### config.mk
export PLATFORM = sky130hd
export DESIGN_NAME = binary_decoder_3_seq
export DESIGN_NICKNAME = d
export VERILOG_FILES = /design/src/rtl/binary_decoder_3_seq.sv
export SDC_FILE = /design/constraint.sdc
export NUM_CORES = 1
export LEC_CHECK = 0
export ABC_AREA = 1
export BUFFER_PORTS_ARGS = -buffer_cell sky130_fd_sc_hd__buf_2
export CAP_MARGIN = 20
export CELL_PAD_IN_SITES_DETAIL_PLACEMENT = 0
export CELL_PAD_IN_SITES_GLOBAL_PLACEMENT = 1
export CORE_UTILIZATION = 35
export CTS_CLUSTER_SIZE = 12
export DETAILED_ROUTE_END_ITERATION = 7
export MAX_ROUTING_LAYER = met4
export PLACE_DENSITY_LB_ADDON = 0.1
export SLEW_MARGIN = 20
export SYNTH_ARGS = -nofsm -noshare
export SYNTH_HDL_FRONTEND = slang
export SYNTH_SLANG_ARGS = --single-unit
### constraint.sdc
create_clock -name clk -period 1.5 [get_ports clk]
set_input_delay 0.375 -clock clk [delete_from_list [all_inputs] [get_ports clk]]
set_output_delay 0.375 -clock clk [all_outputs]
set_load 0.05 [all_outputs]
### src/rtl/binary_decoder_3_seq.sv
// Sequential 3-to-8 binary decoder: accepts a code over valid/ready, shows it
// one-hot for HOLD_CYCLES cycles, blanks for GAP_CYCLES, and counts accepts.
module binary_decoder_3_seq #(
  parameter int HOLD_CYCLES = 4,
  parameter int GAP_CYCLES  = 1,
  parameter int CNT_W       = 8
) (
  input  logic             clk,
  input  logic             rst,
  input  logic             en,
  input  logic             in_valid,
  input  logic [2:0]       in_code,
  output logic             in_ready,
  output logic [7:0]       y,
  output logic             y_valid,
  output logic             busy,
  output logic [CNT_W-1:0] dec_count
);

  localparam int MAX_C = (HOLD_CYCLES > GAP_CYCLES) ? HOLD_CYCLES : GAP_CYCLES;
  localparam int TW    = (MAX_C > 1) ? $clog2(MAX_C) : 1;
  localparam logic [TW-1:0] HOLD_LOAD = TW'(HOLD_CYCLES - 1);
  localparam logic [TW-1:0] GAP_LOAD  = TW'((GAP_CYCLES > 0) ? GAP_CYCLES - 1 : 0);

  typedef enum logic [1:0] {
    IDLE = 2'd0,
    SHOW = 2'd1,
    GAP  = 2'd2
  } state_t;

  state_t           state_q, state_d;
  logic [TW-1:0]    timer_q, timer_d;
  logic [7:0]       y_q, y_d;
  logic             y_valid_q;
  logic             busy_q;
  logic [CNT_W-1:0] count_q, count_d;

  // Ready depends only on registered state and en, never on in_valid.
  assign in_ready = en && (state_q == IDLE);

  // NOTE: every always_comb target gets a default first so no latch is inferred.
  always_comb begin
    state_d = state_q;
    timer_d = timer_q;
    y_d     = y_q;
    count_d = count_q;
    unique case (state_q)
      IDLE: begin
        if (in_valid && in_ready) begin
          state_d = SHOW;
          timer_d = HOLD_LOAD;
          y_d     = 8'd1 << in_code;
          count_d = count_q + CNT_W'(1);
        end
      end
      SHOW: begin
        if (!en) begin
          state_d = IDLE;
          y_d     = 8'd0;
        end else if (timer_q == '0) begin
          y_d = 8'd0;
          if (GAP_CYCLES > 0) begin
            state_d = GAP;
            timer_d = GAP_LOAD;
          end else begin
            state_d = IDLE;
          end
        end else begin
          timer_d = timer_q - TW'(1);
        end
      end
      GAP: begin
        if (!en || timer_q == '0) begin
          state_d = IDLE;
        end else begin
          timer_d = timer_q - TW'(1);
        end
      end
      default: begin
        state_d = IDLE;
        y_d     = 8'd0;
      end
    endcase
  end

  // NOTE: state registers use non-blocking assignments so all flops update together.
  always_ff @(posedge clk or posedge rst) begin
    if (rst) begin
      state_q   <= IDLE;
      timer_q   <= '0;
      y_q       <= 8'd0;
      y_valid_q <= 1'b0;
      busy_q    <= 1'b0;
      count_q   <= '0;
    end else begin
      state_q   <= state_d;
      timer_q   <= timer_d;
      y_q       <= y_d;
      y_valid_q <= (y_d != 8'd0);
      busy_q    <= (state_d != IDLE);
      count_q   <= count_d;
    end
  end

  assign y         = y_q;
  assign y_valid   = y_valid_q;
  assign busy      = busy_q;
  assign dec_count = count_q;

endmodule
# After elaboration in Yosys (flattened, before gate mapping)
# Cells that the tools add are included.
# classes
add_sub_neg,2
n_mul,0
div,0
order_cmp,0
eq_ne,5
shift,1
muxes,14
bitwise_logic,0
n_reduce_logical,11
# op_table
cell,count
two-way mux 8 bit,3
one-hot mux 8 bit (3 select lines),1
two-way mux 2 bit,8
one-hot mux 2 bit (3 select lines),2
adder 8 x 1 -> 8 bit (second input constant),1
nonzero test 8 bit,1
<< shifter 1 x 3 -> 8 bit (first input constant),1
logical NOT 2 bit,2
inequality test 2 bit (second input constant),2
AND reduction 4 bit,1
nonzero test 3 bit,1
equality test 2 x 1 -> 1 bit (second input constant),1
equality test 2 bit (second input constant),1
logical AND 1 bit,2
inequality test 2 x 1 -> 1 bit (second input constant),1
AND reduction 2 bit,1
nonzero test 2 bit,1
subtractor 2 x 1 -> 2 bit (second input constant),1
logical NOT 1 bit,1
logical OR 1 bit,1
# totals
reg_bits,22
latch_bits,0
ram_bits,0
romBits,0
inputBits,7
output_inout_bits,19
elab_cells,39
mem_count,0

# Logic depth before layout (Yosys ltp)
# depth
depth_word,6
depth_mapped,11
depth_no_buf,11

# Least setup slack after synthesis
# Ideal clock, no wire load.
# synth_timing
kind,reg-to-reg
startpoint,reg count_q[0] (netlist: dec_count[0])
endpoint,reg count_q[6] (netlist: dec_count[6])
setup_time_ps,82
t_arrival_ps,1447
required_time_ps,1418
slack_ps,-29
path_stages_with_launch,7
n_path_buf,0
period_less_slack_ps,1529
path_cell_list,dfrtp_1 ha_1 inv_1 nor2_2 nand3_1 nor3_2 xor2_1
# synth_via
elab_chain_cells,1
# synth_lines
element,line,rtl
start: declaration,36,"logic [CNT_W-1:0] count_q, count_d;"
start signal: assignment,101,count_q <= count_d;
adder 8 x 1 -> 8 bit,53,count_d = count_q + CNT_W'(1);
# No other way between the ends.
# A chain may end at the register's enable or synchronous reset.

# Final worst setup path
# layout_timing
startpoint,reg state_q[0]
endpoint,out in_ready
# layout_via
elab_chain_cells,2
# layout_lines
element,line,rtl
start: declaration,31,"state_t state_q, state_d;"
start signal: assignment,96,state_q <= state_d;
logical NOT 2 bit,39,assign in_ready = en && (state_q == IDLE);
logical AND 1 bit,39,
end: declaration,13,"output logic in_ready,"
# No other way between the ends.

==> reports/metrics.csv <==
stage,metric,value,unit
timing,unrepaired setup endpoints after global routing,yes,
place,placer's final routability congestion estimate,0.812,
synthesis,top cells by area in the synthesized netlist,"dfrtp_1, nand2_1, inv_1",
global_routing,total congestion overflow,0,
drt,first-pass iteration count of the detailed router,4,
timing,worst max-slew margin expressed relative to the limit,79.6,%
clock_network,CTS tree,built,
synthesis,#FFs+latches synth,22,
place,count of placed standard cells including taps,274,
floorplan,core box area,3660,µm²
global_routing,first-pass GRT wire length,5560,µm
synthesis,number of distinct standard cells referenced by the synthesized netlist,23,
floorplan,effective utilization at floorplan,36.3,%
outcome,run status,"finished, violations left",
critical_path,crit path kind,reg -> out,
clock_network,number of sinks driven by the clock tree,22,
synthesis,post-synth design cell area,1330,µm²
timing,worst setup margin,-0.137,ns
timing,Highest Clock Rate,611,MHz
drt,sum of routed wire length over all layers,3330,µm
final_layout,number of fill cells,355,
place,final HPWL from detailed placement,2310,µm
power_and_ir_drop,static power due to leakage,1.13,nW
critical_path,maximum fanout count along the critical path,3,
synthesis,"EDFF count, synth",0,
clock_network,worst skew pair latency,0.26,ns
synthesis,register area share after synthesis,41.4,%
final_layout,ratio of cells with drive above 1 in the final layout,40.0,%
drt,post-detailed-route count of antenna-violating nets,0,
critical_path,endpoint type of the worst setup path,primary output,
clock_network,count of hold buffers inserted by post-cts repair,0,
drt,Via density,4.47,
synthesis,share of flip-flops with an asynchronous set or reset,100,%
timing,worst clock skew,0.00498,ns
place,pre-CTS worst setup slack,-0.185,ns
power_and_ir_drop,overall power,0.00471,W
synthesis,cell type with the highest aggregate area in the netlist,dfrtp_1,
synthesis,library cell with the highest instance count after synthesis,nand2_1,
critical_path,type of element launching the critical path,register,
final_layout,Inserted Diodes,0,
synthesis,synth warn,0,
synthesis,Post-synth top cells,"nand2_1, inv_1, dfrtp_1",
global_routing,number of antenna violations at the first check in global routing,0,
timing,number of pins exceeding their max-slew limit in the final report,0,
drt,total via count in the routed design,1288,
synthesis,instance count of the mapped netlist,175,
floorplan,total die area,4050,µm²
outcome,violations in the final reports,negative setup slack,
floorplan,Die W,63.6,µm
final_layout,post-layout net count,256,
timing,Final setup viols,8,
clock_network,root buffer cell,clkbuf_8,
timing,final critical-path share of the clock period,109,%
drt,Routed wire per std cell,11.6,µm
synthesis,most frequently used flop master after synthesis,dfrtp_1,
timing,final setup TNS,-0.567,ns
drt,DRC violation count after routing,0,
timing,number of endpoints with negative hold slack in the final report,0,
global_routing,number of global-route vias before repair,1211,
clock_network,maximum buffer depth of the clock tree,2,
synthesis,Mapped Avg Cell Area,7.60,µm²
run,max-cap violations,0,
floorplan,boundary pin count,26,
critical_path,endpoint arrival time on the critical path,1.26,ns
final_layout,Final Non-Filler Cells,288,
timing,"Min Clock Period, post-route",1.64,ns
clock_network,CTS HTree Levels,1,
global_routing,total track usage,17.9,%
final_layout,utilization after layout,54.9,%
synthesis,post-synth top area share,41.4,%
power_and_ir_drop,Peak supply drop,0.00126,V
synthesis,net count after synthesis,190,
global_routing,pin count of the biggest net entering global routing,23,
power_and_ir_drop,power density over the cells,2340,nW/µm²
clock_network,number of buffers created by CTS,3,
timing,slew at the pin closest to its max-slew limit,0.306,ns
clock_network,"Clk pin slew, worst setup/hold paths",0.09,ns
worst_hold_path,Hold Crit Class,in -> async,
final_layout,layout-stage area growth over the synthesis result,51.0,%
place,count of input and output buffers,25,
critical_path,Crit path required time,1.12,ns
floorplan,die boundary height,63.6,µm
drt,number of DRC markers after the initial detailed-route iteration,78,
floorplan,num rows,22,
## stage by stage
| stage | instance area (µm²) | hold slack (ns) |
|---|---|---|
| finish | 2010 | 0.129 |
| global route | 2010 | 0.160 |
| CTS | 1920 | 0.142 |
| detailed placement | 1710 | 0.433 |
| global placement | 1710 | 0.429 |
| floorplan | 1330 | 0.364 |
## metal layers
metal | track usage [%] | part of all wire, % | vias up
li1 | - | - | 670
met1 | 25.3 | 49 | 592
met2 | 26.7 | 46 | 24
met3 | 2.72 | 4.0 | 2
met4 | 4.26 | 0.39 | 0
met5 | - | 0 | -
## cell families (layout without fill, tap and decap cells)
logic type / after synthesis / in the layout / share of synthesized area (%)
AND/OR/NAND/NOR: 90 / 92 / 30.3
buffers and inverters: 37 / 100 / 11.1
flip-flops: 22 / 22 / 41.4
AO/OA/AOI/OAI: 11 / 11 / 5.08
adder cells (fa/ha/maj): 8 / 8 / 7.53
XOR/XNOR: 7 / 7 / 4.61
## state kept, by name, indices dropped and copies added (netlist names)
| signal | flops |
|---|---|
| dec_count | 8 |
| y | 8 |
| state_q | 2 |
| timer_q | 2 |
| busy | 1 |
| y_valid | 1 |
## final timing paths
kind,from,end,slack [ns],depth (start not counted)
worst max register to register,state_q[0],y_valid,-0.13,12
min in group clk,dec_count[7],dec_count[7],0.47,1
max in group asynchronous,rst,dec_count[1],1.11,3
worst min register to register,dec_count[7],dec_count[7],0.47,1
worst min-delay path,rst,dec_count[7],0.13,3
worst max-delay path,state_q[0],in_ready,-0.14,6
## placed cells by master, fill, tap and decap left out, types with 2 or more instances in the layout
cell      synthesis  final
nor2_1            6      6
inv_4             0      2
o21ai_1           2      5
dfrtp_2           0      2
nor2_4            1      4
nand3_2           2      5
buf_6             1      5
xor2_1            6      6
nor3_2            2      2
nand2_2           1      6
inv_2             0      3
nand3_4           0      2
buf_4             0     31
nand2_4           0      2
inv_1            35     30
ha_4              0      3
buf_2             1     24
nand2_1          57     50
o211ai_1          2      2
ha_1              8      5
clkbuf_8          0      3
nand3_1          18     14
dfrtp_1          22     20
## critical path: stages (launching register included)
cell and delay, ns:
dfrtp_1 0.41, inv_2 0.09, ha_4 0.16, nand2_4 0.05, buf_6 0.12, inv_4 0.04
buf_8 0.13
## power breakdown
part | internal, W | switching, W | total [W]
Combinational | 0.00126 | 0.00186 | 0.00313
Sequential | 0.000839 | 0.000183 | 0.00102
Clock | 0.000356 | 0.000203 | 0.000559
Total | 0.00246 | 0.00225 | 0.00471
## what timing repair did
action                     in CTS  in global routing
setup buffers                   6                  2
setup endpoints to repair      18                 19
pin swaps                       7                 12
gates cloned                    1                  1
gates resized for setup        24                 18
## area by class of cell
type                    instances  area, µm²  area share, %
clock inverters                 1       30.0           1.50
well taps                      48       60.1           2.99
inverters                      35        136           6.79
flip-flops and latches         22        553           27.5
repair buffers                 61        424           21.1
clock buffers                   3       41.3           2.06
multi-input cells             118        763           38.0
Note: power is estimated with default switching activity, not from simulation.
